==> config.mk <==
export PLATFORM = sky130hd
export DESIGN_NAME = uart_tx_arbiter_flat
export DESIGN_NICKNAME = d
export VERILOG_FILES = /design/src/rtl/uart_tx_arbiter_pkg.sv /design/src/rtl/uart_tx_arbiter_if.sv /design/src/rtl/uart_tx_arbiter_rr_select.sv /design/src/rtl/uart_tx_arbiter.sv /design/src/flat_wrapper.sv
export SDC_FILE = /design/constraint.sdc
export NUM_CORES = 1
export LEC_CHECK = 0
export ABC_AREA = 0
export CAP_MARGIN = 5
export CORE_MARGIN = 2
export CORE_UTILIZATION = 42
export CTS_BUF_LIST = sky130_fd_sc_hd__clkbuf_4 sky130_fd_sc_hd__clkbuf_8
export DETAILED_ROUTE_END_ITERATION = 10
export GPL_TIMING_DRIVEN = 0
export HOLD_SLACK_MARGIN = 0.08
export PLACE_DENSITY = 0.8
export SYNTH_ARGS = -nofsm -noshare
export SYNTH_HDL_FRONTEND = slang
export SYNTH_SLANG_ARGS = --single-unit
export TNS_END_PERCENT = 50
==> constraint.sdc <==
create_clock -name clock -period 1.7 [get_ports clock]
set_input_delay 0.34 -clock clock [delete_from_list [all_inputs] [get_ports clock]]
set_output_delay 0.34 -clock clock [all_outputs]
set_load 0.01 [all_outputs]
==> src/rtl/uart_tx_arbiter_pkg.sv <==
// uart_tx_arb_pkg: shared FSM encoding, default sizes and width helpers for the UART TX arbiter.
package uart_tx_arb_pkg;
    typedef enum logic [1:0] {IDLE, GRANTED, WAIT_DONE} state_t;
    function automatic int idx_width(input int n);
        return n > 1 ? $clog2(n) : 1;
    endfunction
    function automatic int tmr_width(input int cycles);
        return $clog2(cycles + 1);
    endfunction
    localparam int DEF_NUM_REQ = 2;
    localparam int LOG2_NUM_REQ = idx_width(DEF_NUM_REQ);
    localparam int DEF_TIMEOUT_CYCLES = 1024;
    localparam int TMR_W = tmr_width(DEF_TIMEOUT_CYCLES);
endpackage

==> src/rtl/uart_tx_arbiter_if.sv <==
// uart_tx_arbiter_if: requester-side and UART-side byte handshake shared by the arbiter.
interface uart_tx_arbiter_if
    import uart_tx_arb_pkg::*;
#(
    parameter int NUM_REQ = DEF_NUM_REQ
);
    logic [NUM_REQ-1:0]      req_pending;
    logic [NUM_REQ-1:0][7:0] req_value;
    logic [NUM_REQ-1:0]      req_write;
    logic [NUM_REQ-1:0]      req_last;
    logic [NUM_REQ-1:0]      req_grant;
    logic [NUM_REQ-1:0]      req_done;
    logic [7:0]              uart_tx_value;
    logic                    uart_tx_value_write;
    logic                    uart_tx_value_done;
    modport slave (
        input  req_pending, req_value, req_write, req_last, uart_tx_value_done,
        output req_grant, req_done, uart_tx_value, uart_tx_value_write
    );
    modport master (
        output req_pending, req_value, req_write, req_last, uart_tx_value_done,
        input  req_grant, req_done, uart_tx_value, uart_tx_value_write
    );
endinterface

==> src/rtl/uart_tx_arbiter_rr_select.sv <==
// rr_select: combinational round-robin pick of the first pending index after i_ptr (circular).
module rr_select
    import uart_tx_arb_pkg::*;
#(
    parameter int N  = DEF_NUM_REQ,
    parameter int IW = idx_width(N)
) (
    input  logic [N-1:0]  i_pending,
    input  logic [IW-1:0] i_ptr,
    output logic [N-1:0]  o_onehot,
    output logic [IW-1:0] o_idx,
    output logic          o_valid
);
    // Scan farthest-first so the closest pending index after i_ptr is written last and wins.
    always_comb begin
        o_idx = '0;
        o_valid = 1'b0;
        for (int k = N; k >= 1; k--) begin
            if (i_pending[IW'((int'(i_ptr) + k) % N)]) begin
                o_idx = IW'((int'(i_ptr) + k) % N);
                o_valid = 1'b1;
            end
        end
        o_onehot = N'(o_valid) << o_idx;
    end
endmodule

==> src/rtl/uart_tx_arbiter.sv <==
// uart_tx_arbiter: packet-atomic round-robin sharing of one UART TX byte port between NUM_REQ requesters.
// Define UART_TX_ARB_TIMEOUT_EN to add the idle-owner watchdog and the sticky timeout_flag output.
module uart_tx_arbiter
    import uart_tx_arb_pkg::*;
#(
    parameter int NUM_REQ        = DEF_NUM_REQ,
    parameter int TIMEOUT_CYCLES = DEF_TIMEOUT_CYCLES
) (
    input logic clock,
    input logic arst_n,
    uart_tx_arbiter_if.slave bus
`ifdef UART_TX_ARB_TIMEOUT_EN
    ,
    output logic timeout_flag
`endif
);
    localparam int IW = idx_width(NUM_REQ);
    state_t               r_state, w_next;
    logic [IW-1:0]        r_owner, r_ptr, w_idx;
    logic [NUM_REQ-1:0]   r_grant, r_done, w_onehot, w_own_hot;
    logic [7:0]           r_value;
    logic                 r_write, r_last, w_valid, w_wr, w_drop, w_done, w_to;

    rr_select #(.N(NUM_REQ), .IW(IW)) u_sel (
        .i_pending(bus.req_pending),
        .i_ptr    (r_ptr),
        .o_onehot (w_onehot),
        .o_idx    (w_idx),
        .o_valid  (w_valid)
    );

    assign w_own_hot = NUM_REQ'(1) << r_owner;
    assign w_wr      = r_state == GRANTED && bus.req_write[r_owner];
    assign w_drop    = r_state == GRANTED && !w_wr && (!bus.req_pending[r_owner] || w_to);
    assign w_done    = r_state == WAIT_DONE && bus.uart_tx_value_done;

`ifdef UART_TX_ARB_TIMEOUT_EN
    localparam int CW = tmr_width(TIMEOUT_CYCLES);
    logic [CW-1:0] r_cnt;
    logic          r_timeout;
    assign w_to = r_cnt == CW'(TIMEOUT_CYCLES - 1);
    assign timeout_flag = r_timeout;
    always_ff @(posedge clock or negedge arst_n) begin
        if (!arst_n) begin
            r_cnt <= '0;
            r_timeout <= 1'b0;
        end else begin
            r_cnt <= r_state == GRANTED ? r_cnt + 1'b1 : '0;
            r_timeout <= r_timeout | (w_drop && w_to);
        end
    end
`else
    assign w_to = 1'b0;
`endif

    always_ff @(posedge clock or negedge arst_n) begin
        if (!arst_n) r_state <= IDLE;
        else r_state <= w_next;
    end

    always_comb begin
        w_next = r_state;
        unique case (r_state)
            IDLE:      w_next = w_valid ? GRANTED : IDLE;
            GRANTED:   w_next = w_wr ? WAIT_DONE : w_drop ? IDLE : GRANTED;
            WAIT_DONE: w_next = !w_done ? WAIT_DONE : r_last ? IDLE : GRANTED;
            default:   w_next = IDLE;
        endcase
    end

    always_ff @(posedge clock or negedge arst_n) begin
        if (!arst_n) begin
            r_grant <= '0;
            r_done  <= '0;
            r_value <= '0;
            r_write <= 1'b0;
            r_last  <= 1'b0;
            r_owner <= '0;
            r_ptr   <= IW'(NUM_REQ - 1);
        end else begin
            r_write <= w_wr;
            r_done  <= w_done ? w_own_hot : '0;
            if (w_wr) begin
                r_value <= bus.req_value[r_owner];
                r_last  <= bus.req_last[r_owner];
            end
            if (r_state == IDLE && w_valid) begin
                r_grant <= w_onehot;
                r_owner <= w_idx;
            end
            // Every release point hands the lowest priority to the departing owner.
            if (w_drop || (w_done && r_last)) begin
                r_grant <= '0;
                r_ptr   <= r_owner;
            end
        end
    end

    assign bus.req_grant           = r_grant;
    assign bus.req_done            = r_done;
    assign bus.uart_tx_value       = r_value;
    assign bus.uart_tx_value_write = r_write;
endmodule

==> src/flat_wrapper.sv <==
// flat-port wrapper written by rule: the top's interface ports become plain ports
module uart_tx_arbiter_flat import uart_tx_arb_pkg::*;
#(
    parameter int NUM_REQ        = DEF_NUM_REQ,
    parameter int TIMEOUT_CYCLES = DEF_TIMEOUT_CYCLES
)
  (clock, arst_n, bus_req_pending, bus_req_value, bus_req_write, bus_req_last, bus_uart_tx_value_done, bus_req_grant, bus_req_done, bus_uart_tx_value, bus_uart_tx_value_write);
  uart_tx_arbiter_if #(.NUM_REQ(NUM_REQ)) bus_i ();
  input logic clock;
  input logic arst_n;
  input wire logic [$bits(bus_i.req_pending)-1:0] bus_req_pending;
  input wire logic [$bits(bus_i.req_value)-1:0] bus_req_value;
  input wire logic [$bits(bus_i.req_write)-1:0] bus_req_write;
  input wire logic [$bits(bus_i.req_last)-1:0] bus_req_last;
  input wire logic [$bits(bus_i.uart_tx_value_done)-1:0] bus_uart_tx_value_done;
  output wire logic [$bits(bus_i.req_grant)-1:0] bus_req_grant;
  output wire logic [$bits(bus_i.req_done)-1:0] bus_req_done;
  output wire logic [$bits(bus_i.uart_tx_value)-1:0] bus_uart_tx_value;
  output wire logic [$bits(bus_i.uart_tx_value_write)-1:0] bus_uart_tx_value_write;
  assign bus_i.req_pending = bus_req_pending;
  assign bus_i.req_value = bus_req_value;
  assign bus_i.req_write = bus_req_write;
  assign bus_i.req_last = bus_req_last;
  assign bus_i.uart_tx_value_done = bus_uart_tx_value_done;
  assign bus_req_grant = bus_i.req_grant;
  assign bus_req_done = bus_i.req_done;
  assign bus_uart_tx_value = bus_i.uart_tx_value;
  assign bus_uart_tx_value_write = bus_i.uart_tx_value_write;
  uart_tx_arbiter #(.NUM_REQ(NUM_REQ), .TIMEOUT_CYCLES(TIMEOUT_CYCLES)) u_core (.clock(clock), .arst_n(arst_n), .bus(bus_i));
endmodule
; Word level (Yosys, flattened, before mapping)
; Cells that the tools add are included.
[op_classes]
n_shift = 2
n_eq_ne = 2
n_reduce_logical = 11
n_addsub = 2
mux = 25
magnitude_cmp = 3
[op_table]
columns = operator, n
row1 = 2-to-1 mux 1 bit, 17
row2 = 2-to-1 mux 8 bit, 2
row3 = 2-to-1 mux 2 bit, 5
row4 = logical AND 1 bit, 6
row5 = less-than comparator 1 x 3 -> 1 bit (second input constant), 2
row6 = case mux 2 bit (3 select lines), 1
row7 = adder 1 bit (second input constant), 2
row8 = == test 2 x 1 -> 1 bit (second input constant), 1
row9 = == test 2 bit (second input constant), 1
row10 = zero test 1 bit, 2
row11 = zero test 2 bit, 1
row12 = less-than comparator 1 x 2 -> 1 bit (second input constant), 1
row13 = nonzero test 2 bit, 1
row14 = << shifter 1 x 1 -> 2 bit, 1
row15 = << shifter 1 x 1 -> 2 bit (first input constant), 1
row16 = logical OR 1 bit, 1
[totals]
word_cells = 53
in_bits = 25
out_inout_bits = 13
register_bits = 18

; Depth between registers and ports, before layout
[logic_depth]
depth_word = 9
mapped_depth = 4
ltp_nobuf = 3

; By module
; From an unflattened synthesis, not the netlist that was laid out.
[hier_totals]
cells_unflattened = 64
hier_area_um2 = 890.9
[by_module_without_submodules]
columns = module, seq_area_each_um2, area_per_inst_um2, instances, cells_per_inst
row1 = uart_tx_arbiter, 451.7, 859.6, 1, 60
row2 = rr_select, 0.0, 31.3, 1, 4

; Worst setup path before layout
; Ideal clock, no wire load.
[synth_timing]
kind = register to register
startpoint = reg u_core.r_owner
endpoint = reg u_core.r_value[0], in the netlist u_core.bus.uart_tx_value[0]
path_slack_ps = 329
path_stages_with_launch = 5
required_ps = 1575
arrival_time_ps = 1246
n_path_buf = 1
period_less_slack_ps = 1371
setup_time_ps = 125
cell_sequence = dfrtp_1 buf_6 mux2i_4 nor2_4 mux2_2
[synth_between]
elab_chain_len = 3
word_cells_on_any_way = 5
cone_classes = mux (4) / reduce/logical (1)
[synth_lines]
columns = element, line
row1 = from (decl), uart_tx_arbiter.sv:19  ; logic [IW-1:0] r_owner, r_ptr, w_idx;
row2 = from (signal assigned), uart_tx_arbiter.sv:89  ; r_owner <= w_idx;
row3 = 2-to-1 mux 1 bit (implied by the code) (2 in a row), uart_tx_arbiter.sv:33  ; assign w_wr = r_state == GRANTED && bus.req_write[r_owner];
row4 = logical AND 1 bit, uart_tx_arbiter.sv:33
row5 = via u_core.w_wr, uart_tx_arbiter.sv:22  ; logic r_write, r_last, w_valid, w_wr, w_drop, w_done, w_to;
row6 = to (signal assigned), uart_tx_arbiter.sv:84  ; r_value <= bus.req_value[r_owner];
row7 = to (decl), uart_tx_arbiter.sv:21  ; logic [7:0] r_value;
; The timed path passes the listed nets, and every way through them passes these cells. The select of a mux whose other input is x is not followed.
; A chain may end at the register's enable or synchronous reset.

; Worst setup path in the final report
[layout_timing]
startpoint = reg u_core.r_value[4], in the netlist u_core.bus.uart_tx_value[4]
endpoint = out bus_uart_tx_value[4]
[layout_rtl]
columns = element, line
row1 = to (decl), flat_wrapper.sv:18  ; output wire logic [$bits(bus_i.uart_tx_value)-1:0] bus_uart_tx_value;
; No word-level cell between the ends.

==> out/qor.txt <==
Crit start category - flop
Switching pwr - 649 µW
H-tree Lvls - 1
Dpl hpwl - 1.36 mm
Worst-skew pair later-pin latency - 0.29 ns
Mapped cell area - 861 µm²
RSZ-0062 raised after global routing - false
Pint - 1.38 mW
Post-Syn Area per Cell - 13.9 µm²
Hold Slack - 0.503 ns
Worst stage delay on the critical path - 0.54 ns
Vias/cell - 4.83
Arrival time of the worst setup path - 1.21 ns
Seq/Total Area, Yosys - 0.525
Initial antenna violation count - 0
Post-synth top area cell - dfrtp_1
Rows - 16
Largest net degree at the start of global routing - 19
GR Overflow Total - 0
Post-synth EDFFs - 0
Final WL - 1.75 mm
Layout area overhead - 50.4%
Fin util - 0.667
Core Box Area - 0.00194 mm²
R2r worst-path depth - 4
Critical Path RT - 1.36 ns
FF-to-FF setup slack - 0.21 ns
Most common cell in the netlist - mux2_2
TritonCTS clock tree - built
Synth Net Count - 87
N_diodes - 0
Mapped Cells - 62
Clock Path Buffers - 2
Buf/Inv on CP - 1
Vias in the first global route - 648
Clk slew on worst S/H paths - 0.10 ns
Setup violators final - 0
Synth warnings - 0
Clock power share - 0.116
Slew margin rel. - 0.466
Worst Clk Skew - 0.00418 ns
Sequential fraction of design power - 0.376
Sw Share - 0.320
Layout Nets - 129
Count of pins over their slew limit - 0
Vias - 628
Die area - 0.00243 mm²
Multi-input gate area - 385 µm²
Root Buffer - clkbuf_4
Number of buffers created by CTS - 3
CTS Hold Bufs - 0
Drt drc - 0
Iteration-0 DRC Markers - 14
Combinational fraction of design power - 0.507
Reg2Reg Capture Point - u_core.bus.uart_tx_value[4]
Most common library cells after synthesis - mux2_2 (18), dfrtp_1 (17), mux2i_1 (3), nor2_1 (3)
Crit-path slowest cell - clkdlybuf4s50_1
Leakage - 0.543 nW
Cells taking the most area after synthesis - dfrtp_1 (49%), mux2_2 (24%), mux2i_1 (3.5%)
Share of cells above drive strength 1 - 0.272
Post-synth ARST share - 1.00
Post-cts resize count - 0
CTS Sinks - 18
Crit path time final - 1.55 ns
Hold crit path type - input pin to async pin
Status - finished clean
VDD IR-drop max - 0.924 mV
Fillers - 148
Setup bufs post-CTS - 0
First-pass GRT wire length - 3.01 mm
Yosys cell types - 20
# Max-Cap Violations - 0
Peak fanout along the critical path - 2
Synth top area share - 0.494
Initial core utilization - 0.443
Sequential cell area - 452 µm²
Setup CP Type - flop to output pin
Worst setup EP type - output pin
Die width - 49.3 µm
Crit-path cells - clkdlybuf4s50_1
Placer Congestion - 0.692
Period utilization - 0.912
Primary FF master, synth - dfrtp_1
Die height - 49.3 µm
Crit Reg-Reg Startpoint - u_core.r_owner
Measured slew at the worst slew-check pin - 0.798 ns
ANT nets after route - 0
Final hold violation count - 0
Flops & latches, synth - 18
Pre-antenna DRT Iters - 4
CP delay by family, top - buffers and inverters
I/O pins - 38
Pwr/cell area - 1570 mW/mm²
GRT Total Usage - 0.163
Wire per inst - 13.5 µm
Max Clk Rate - 645 MHz
PortBufs - 37
==> sequential cells by signal, summed over array words and instances, names as in the netlist <==
name                            cells
u_core.bus.req_grant                2
u_core.bus.req_done                 2
u_core.r_owner                      1
u_core.r_ptr                        1
u_core.bus.uart_tx_value            8
u_core.r_state                      2
u_core.r_last                       1
u_core.bus.uart_tx_value_write      1
==> layout make-up <==
type	count	share of cell area
buffer	2	0.0126
timing repair buffer	37	0.286
multi-input combinational	40	0.298
clock buffer	4	0.0232
sequential	18	0.349
tap	27	0.0261
inverter	2	0.00580
==> how the worst max path moves through the flow <==
| stage | start | to | slack (ns) | cells after the start |
|---|---|---|---|---|
| 3_5_place_dp | bus_req_write[1] | u_core.bus.uart_tx_value[4] | -0.07 | 4 |
| 4_1_cts | u_core.bus.uart_tx_value[4] | bus_uart_tx_value[4] | 0.13 | 1 |
| 2_1_floorplan | u_core.r_owner | u_core.bus.uart_tx_value[0] | 0.33 | 4 |
| 6_report | u_core.bus.uart_tx_value[4] | bus_uart_tx_value[4] | 0.15 | 1 |
| 3_3_place_gp | bus_req_pending[0] | u_core.bus.req_grant[0] | -0.06 | 4 |
| 5_1_grt | u_core.bus.uart_tx_value[4] | bus_uart_tx_value[4] | 0.1 | 1 |
==> worst register-to-register path, stage by stage, from the launching register on <==
cell,delay (ns)
dfrtp_1,0.39
buf_6,0.14
mux2i_4,0.20
nor2_4,0.28
mux2_2,0.38
==> cells in the final DEF (no fill, tap or decap) <==
| master | count |
|---|---|
| mux2_2 | 18 |
| a2bb2oi_1 | 1 |
| clkdlybuf4s50_1 | 37 |
| a21oi_1 | 1 |
| clkbuf_4 | 4 |
| and4b_1 | 2 |
| dfrtp_1 | 17 |
| buf_2 | 1 |
| nand3_1 | 1 |
| nor2_4 | 1 |
| o22ai_1 | 2 |
| nand2_1 | 1 |
| buf_6 | 1 |
| inv_1 | 2 |
| nand2b_1 | 2 |
| mux2i_1 | 3 |
| mux2i_4 | 1 |
| a41o_1 | 1 |
| mux2_4 | 1 |
| nor3b_1 | 2 |
| dfstp_2 | 1 |
| nor2_1 | 3 |
==> cell families after synthesis <==
| family | share of synthesized area |
|---|---|
| DFF | 0.525 |
| muxes | 0.314 |
| buffers and inverters | 0.0276 |
| AOI/OAI and AO/OA | 0.0421 |
| and+or+nand+nor | 0.0916 |
==> layer usage <==
metal | vias to the layer above | share of wire | global-route usage
li1 | 307 | - | -
met4 | 0 | 0.0051 | 0.0571
met1 | 301 | 0.42 | 0.198
met3 | 2 | 0.054 | 0.0429
met5 | - | 0 | 0
met2 | 18 | 0.52 | 0.275
==> power groups by stage <==
stage               clock, mW  sequential (mW)  combinational (mW)
detailed placement          0            0.774                1.04
global route            0.266            0.794                1.11
global placement            0            0.759                1.02
CTS                     0.247            0.766                1.04
finish                  0.236            0.763                1.03
floorplan                   0            0.817               0.554
==> through the flow <==
stage | total power, mW | setup slack, ns | area, µm² | instances | setup TNS, ns
2_1_floorplan | 1.37 | 0.329 | 861 | 62 | 0
3_3_place_gp | 1.78 | -0.0553 | 1260 | 126 | -0.337
3_5_place_dp | 1.81 | -0.0697 | 1260 | 126 | -0.626
4_1_cts | 2.06 | 0.133 | 1290 | 130 | 0
5_1_grt | 2.17 | 0.0995 | 1290 | 130 | 0
6_report | 2.03 | 0.150 | 1290 | 130 | 0
No activity file was read; power rests on OpenSTA's default activity.
